===== config.mk =====
export PLATFORM = sky130hd
export DESIGN_NAME = register_write_arbiter
export DESIGN_NICKNAME = d
export VERILOG_FILES = /design/src/rtl/register_write_arbiter.sv
export SDC_FILE = /design/constraint.sdc
export NUM_CORES = 1
export LEC_CHECK = 0
export CAP_MARGIN = 20
export CORE_UTILIZATION = 37
export DETAILED_ROUTE_END_ITERATION = 16
export PLACE_DENSITY = 0.85
export RECOVER_POWER = 25
export REMOVE_ABC_BUFFERS = 1
export SLEW_MARGIN = 20
export SYNTH_ARGS = -nofsm -noshare
export SYNTH_HDL_FRONTEND = slang
export SYNTH_SLANG_ARGS = --single-unit

===== constraint.sdc =====
create_clock -name clock -period 6.82 [get_ports clock]
set_input_delay 1.364 -clock clock [delete_from_list [all_inputs] [get_ports clock]]
set_output_delay 1.364 -clock clock [all_outputs]
set_load 0.02 [all_outputs]

===== src/rtl/register_write_arbiter.sv =====
// Shares the register file's single write port among NUM_REQ writeback sources; round-robin by default, fixed priority when WRITE_ARB_FIXED_PRIORITY_EN is defined.
// Latency: exactly one cycle from an accepted request to write_enable/write_address/write_data.
// Backpressure: hold or reset forces req_ready to zero; the write port itself accepts every cycle, so nothing is buffered.
module register_write_arbiter #(
  parameter int NUM_REQ    = 3,
  parameter int ADDR_WIDTH = 5,
  parameter int DATA_WIDTH = 32
) (
  input  logic                            clock,
  input  logic                            reset,
  input  logic                            hold,
  input  logic [NUM_REQ-1:0]              req_valid,
  input  logic [NUM_REQ*ADDR_WIDTH-1:0]   req_address,
  input  logic [NUM_REQ*DATA_WIDTH-1:0]   req_data,
  output logic [NUM_REQ-1:0]              req_ready,
  output logic                            write_enable,
  output logic [ADDR_WIDTH-1:0]           write_address,
  output logic [DATA_WIDTH-1:0]           write_data
);

  localparam int PTR_W = (NUM_REQ > 1) ? $clog2(NUM_REQ) : 1;

  logic                  w_gnt_vld;
  logic [PTR_W-1:0]      w_gnt_idx;
  logic [NUM_REQ-1:0]    w_gnt;
  logic [ADDR_WIDTH-1:0] w_sel_addr;
  logic [DATA_WIDTH-1:0] w_sel_data;

  logic                  r_we;
  logic [ADDR_WIDTH-1:0] r_addr;
  logic [DATA_WIDTH-1:0] r_data;

`ifdef WRITE_ARB_FIXED_PRIORITY_EN
  // Descending scan so the lowest valid index is the last one written.
  always_comb begin
    w_gnt_vld = 1'b0;
    w_gnt_idx = '0;
    if (reset && !hold) begin
      for (int i = NUM_REQ - 1; i >= 0; i--) begin
        if (req_valid[i]) begin
          w_gnt_vld = 1'b1;
          w_gnt_idx = PTR_W'(i);
        end
      end
    end
  end
`else
  logic [PTR_W-1:0] r_ptr;

  // Scan ptr+NUM_REQ down to ptr+1; the last hit is the first valid after ptr.
  always_comb begin
    int idx;
    idx       = 0;
    w_gnt_vld = 1'b0;
    w_gnt_idx = '0;
    if (reset && !hold) begin
      for (int k = NUM_REQ; k >= 1; k--) begin
        idx = (int'(r_ptr) + k) % NUM_REQ;
        if (req_valid[idx]) begin
          w_gnt_vld = 1'b1;
          w_gnt_idx = PTR_W'(idx);
        end
      end
    end
  end

  always_ff @(posedge clock or negedge reset) begin
    if (!reset) begin
      r_ptr <= PTR_W'(NUM_REQ - 1);
    end else if (w_gnt_vld) begin
      r_ptr <= w_gnt_idx;
    end
  end
`endif

  always_comb begin
    w_gnt = '0;
    for (int i = 0; i < NUM_REQ; i++) begin
      w_gnt[i] = w_gnt_vld && (w_gnt_idx == PTR_W'(i));
    end
  end

  assign req_ready = w_gnt;

  always_comb begin
    w_sel_addr = '0;
    w_sel_data = '0;
    for (int i = 0; i < NUM_REQ; i++) begin
      if (w_gnt[i]) begin
        w_sel_addr = req_address[i*ADDR_WIDTH +: ADDR_WIDTH];
        w_sel_data = req_data[i*DATA_WIDTH +: DATA_WIDTH];
      end
    end
  end

  // A write to register 0 is still accepted, but never reaches the register file.
  always_ff @(posedge clock or negedge reset) begin
    if (!reset) begin
      r_we   <= 1'b0;
      r_addr <= '0;
      r_data <= '0;
    end else begin
      r_we <= w_gnt_vld && (w_sel_addr != '0);
      if (w_gnt_vld) begin
        r_addr <= w_sel_addr;
        r_data <= w_sel_data;
      end
    end
  end

  assign write_enable  = r_we;
  assign write_address = r_addr;
  assign write_data    = r_data;

endmodule

* Word level (Yosys, flattened, before mapping) *
Index checks and enable logic that the tools add are counted.

operators by class
  reductions and logical operators = 8
  mux-type cells = 23
  order comparisons = 3
  equal/unequal tests = 2
  add/sub/neg operators = 3
  divide/modulo/power cells = 3

operator list
  operator                                                 count
  < comparator 32 x 4 -> 1 bit (second input constant)     3
  remainder unit 32 x 3 -> 32 bit (second input constant)  3
  2-to-1 mux 32 bit                                        3
  2-to-1 mux 5 bit                                         3
  2-to-1 mux 1 bit                                         10
  2-to-1 mux 2 bit                                         4
  adder 2 x 2 -> 3 bit (second input constant)             2
  binary-select mux 1 bit (select 2 bit)                   3
  logical AND 1 bit                                        5
  nonzero test 5 bit                                       1
  adder 2 x 1 -> 3 bit (second input constant)             1
  == test 2 x 1 -> 1 bit (second input constant)           1
  == test 2 bit (second input constant)                    1
  zero test 2 bit                                          1
  zero test 1 bit                                          1

word-level totals
  register bits = 40
  output and inout port bits = 41

* Longest topological paths before layout *
  word-level depth = 16
  mapped depth = 11

* Worst setup path after synthesis *
Ideal clock, no wire load.

  path kind = input to output
  from = input req_valid[0]
  to = output req_ready[0]
  slack = 2,745 ps
  data required time = 5,456 ps
  buffers on the path = 2
  cell stages on the path = 6
  data arrival time = 2,711 ps
  cells stage by stage = inv_1 -> maj3_2 -> o21a_1 -> buf_6 -> buf_2 -> nor3_1

between the ends
  cells in the longest elaborated chain, start to end = 9

ends and longest elaborated chain
  element                                               line  source
  start: declaration                                    12    input logic [NUM_REQ-1:0] req_valid,
  binary-select mux 1 bit (select 2 bit)                59    if (req_valid[idx]) begin
  2-to-1 mux 1 bit (not written as such) (2 in series)  59
  2-to-1 mux 2 bit (3 in series)                        59
  2-to-1 mux 2 bit                                      56    if (reset && !hold) begin
  zero test 2 bit                                       79    w_gnt[i] = w_gnt_vld && (w_gnt_idx == PTR_W'(i));
  logical AND 1 bit (*)                                 79
  end: declaration                                      15    output logic [NUM_REQ-1:0] req_ready,

Every way passes the cells marked *; elsewhere a longest branch is shown, timed or not. The select of a mux whose other input is x is not followed.

* Worst setup path in the final report *
  from = input hold
  to = output req_ready[2]

between the ends
  cells in the longest elaborated chain, start to end = 5

ends and longest elaborated chain
  element                line  source
  start: declaration     11    input logic hold,
  zero test 1 bit (*)    56
  logical AND 1 bit (*)  56
  2-to-1 mux 2 bit       56
  == test 2 bit          79
  logical AND 1 bit (*)  79

Every way passes the cells marked *; elsewhere a longest branch is shown, timed or not.

==> flow_metrics.py <==
metrics = {
    "synthesis": {
        "synth_edf_count": 0,
        "synth-seq-cells": 40,
        "yosys_warnings": 0,
        "ys_seq_area_share_pct": 45.9,
        "synthCells": 243,
        "syn_area_um2": 2180,
        "synth_ff_type": "dfrtp_1",
        "syn_avg_cell_area_um2": 8.98,
        "synthArstFlopShare_pct": 100,
        "ys_types": 36,
    },
    "global_route": {
        "grt_max_degree": 67,
        "grtUsageTotal_pct": 22.5,
        "antenna_found_initial": 0,
        "grt_pass1_wl_mm": 10.8,
        "grt_pass1_vias": 2331,
        "overflow": 0,
    },
    "setup_path": {
        "crit_path_max_incr_delay_ns": 0.73,
        "cp.required_ns": 5.46,
        "critPathLaunchType": "input pin",
        "ff2ff_setup_slack_ns": 4.03,
        "worstSetupEndpointType": "output pin",
        "worstPathArrival_ns": 3.78,
        "path_max_fanout": 40,
        "cp_slowest_cell": "clkdlybuf4s50_1",
        "crit_top_cell": "clkdlybuf4s50_1",
        "worstReg2RegStart": "r_ptr[1]",
        "path_cells": "clkdlybuf4s50_1 > nor2b_1 > nand2_1 > a311o_2 > inv_2 > clkdlybuf4s50_1",
        "reg2reg_depth": 7,
        "crit_type": "input pin to output pin",
        "timing.rr.end": "write_data[17]",
    },
    "timing": {
        "tightestPinTransition_ns": 2.08,
        "post-route-period-util_pct": 75.5,
        "rsz0062_at_grt": "false",
        "hold_viol_final": 0,
        "max_freq_mhz": 194,
        "finalSetupViolations": 0,
        "setup-tns-final_ns": 0,
        "skew_ns": 0.00707,
        "slew_viol_final": 41,
        "maxSlewHeadroom_pct": -38.9,
        "finalWorstSetupSlack_ns": 1.67,
        "min_period_ns": 5.15,
    },
    "outcome": {
        "outcome": "finished with violations",
        "violations": "max-capacitance violations, max-slew violations",
    },
    "min_path": {
        "worstHoldStart": "write_address[1]",
        "min_to": "write_address[1]",
        "worst_hold_path.num_cells": 2,
        "hold_class": "register to register",
    },
    "die": {
        "initial_core_util_pct": 38.9,
        "dieWidth_um": 78.8,
        "io_pins": 158,
        "die_h_um": 78.8,
        "core-area_um2": 5610,
        "rows": 27,
        "dieArea_um2": 6210,
    },
    "place": {
        "portBuffers": 157,
        "dpl-instance-area_um2": 3730,
        "hpwlAfterDp_mm": 5.08,
        "gp_congestion": 0.772,
        "dp_cells": 454,
        "dp_worst_setup_slack_ns": 1.68,
    },
    "detailed_routing": {
        "drt_first_pass_iters": 4,
        "via_count": 2422,
        "routed_via_density": 5.24,
        "ant_nets": 0,
        "wl_mm": 6.80,
        "drtIter0Drc": 93,
        "post-route-drc-count": 0,
        "routedWlPerCell_um": 14.7,
    },
    "cts": {
        "cts_buffers": 5,
        "htreeDepth": 2,
        "cts-root-buf": "clkbuf_8",
        "cts_max_path_buffers": 2,
        "cts_tree": "built",
        "clk-insertion-delay-late_ns": 0.29,
        "post_cts_buffers": 0,
        "holdBufCountCts": 0,
        "cts_resized": 0,
        "cts.sinks": 40,
        "clk_pin_slew_ns": 0.07,
    },
    "layout": {
        "drive_gt1_share_pct": 4.10,
        "fillCellCount": 499,
        "areaGrowthSynthToFinish_pct": 75.9,
        "fin_area_um2": 3840,
        "final_util_pct": 68.4,
        "nets": 508,
        "diodes": 0,
        "final_cells": 462,
    },
    "power_and_ir_drop": {
        "p_leak_nw": 1.53,
        "cellPowerDensity_nw_per_um2": 355,
        "ir_drop_uv": 156,
    },
    "job": {
        "drv_cap": 1,
    },
}
## placed cells by master, fill, tap and decap left out, types with 3 or more instances in the layout
master,synthesis,final
a22o_1,4,4
a22oi_1,34,34
a31oi_1,34,34
clkbuf_1,4,3
clkbuf_8,0,5
clkdlybuf4s50_1,0,156
dfrtp_1,39,39
inv_1,5,5
nand2_1,38,38
nor2_1,34,34
o211ai_1,4,4
## sequential cells by signal, indices dropped and copies added (netlist names)
name / count
write_address: 5
write_data: 32
write_enable: 1
r_ptr: 2
## Yosys cell counts (all sizes together), types with 2 or more instances
master | number | area, um^2
buf | 16 | 106
and2 | 2 | 12.5
a22oi | 34 | 255
a22o | 4 | 35.0
o211a | 2 | 20.0
a31oi | 35 | 225
o21ai | 2 | 10.0
inv | 7 | 26.3
o211ai | 4 | 30.0
ha | 2 | 25.0
nand2b | 2 | 12.5
nand3 | 2 | 10.0
nor2 | 35 | 139
nand2 | 38 | 143
dfrtp | 39 | 976
clkbuf | 4 | 15.0
## how the worst max path moves through the flow
stage	from	end	slack, ns	depth (start not counted)
2_1_floorplan	req_valid[0]	req_ready[0]	2.47	4
3_3_place_gp	req_valid[1]	req_ready[2]	1.75	6
5_1_grt	hold	req_ready[2]	1.52	6
4_1_cts	hold	req_ready[2]	1.68	6
3_5_place_dp	req_valid[1]	req_ready[2]	1.68	6
6_report	hold	req_ready[2]	1.67	6
## cell families (layout without fill, tap and decap cells)
logic type	after synthesis	count (layout)	synth area share (%)
adder cells (fa/ha/maj)	3	3	1.66
AO/OA/AOI/OAI	89	89	29.4
AND/OR/NAND/NOR	84	84	16.3
flip-flops	40	40	45.9
buffers and inverters	27	174	6.77
## power breakdown
group          total, W  internal, W  leakage (nW)  switching [W]
clock network  0.000186     0.000109        0.0552      0.0000779
logic          0.000757     0.000368          1.03       0.000389
registers      0.000417     0.000355         0.445      0.0000619
total           0.00136     0.000831          1.53       0.000529
## per-stage QoR
step / hold slack (ns) / power [W]
final: 0.493 / 0.00136
after global routing: 0.541 / 0.00145
after CTS: 0.494 / 0.00138
after detailed placement: 0.478 / 0.00118
after global placement: 0.490 / 0.00116
after floorplan: 0.476 / 0.000804
## cell type report
type / count / area, um^2 / area share, %
timing repair buffer: 159 / 1580 / 41.1
tap: 72 / 90.1 / 2.35
clock buffer: 6 / 72.6 / 1.89
inverter: 7 / 26.3 / 0.685
sequential: 40 / 1000 / 26.1
multi-input combinational: 176 / 1030 / 27.0
clock inverter: 2 / 35.0 / 0.913
## routing by layer
metal  vias up  share of wire, %  global-route usage, %
li1       1183                 -                      -
met1      1107                37                   24.7
met2       122                51                   41.2
met3        10                10                   7.24
met4         0               1.3                   5.93
met5         -                 0                      0
## critical path, delay by kind of cell
family	cells	cell delay (ns)
buffers and inverters	3	1.67
and+or+nand+nor	2	0.30
AOI/OAI and AO/OA	1	0.43
Note: power is estimated with default switching activity, not from simulation.
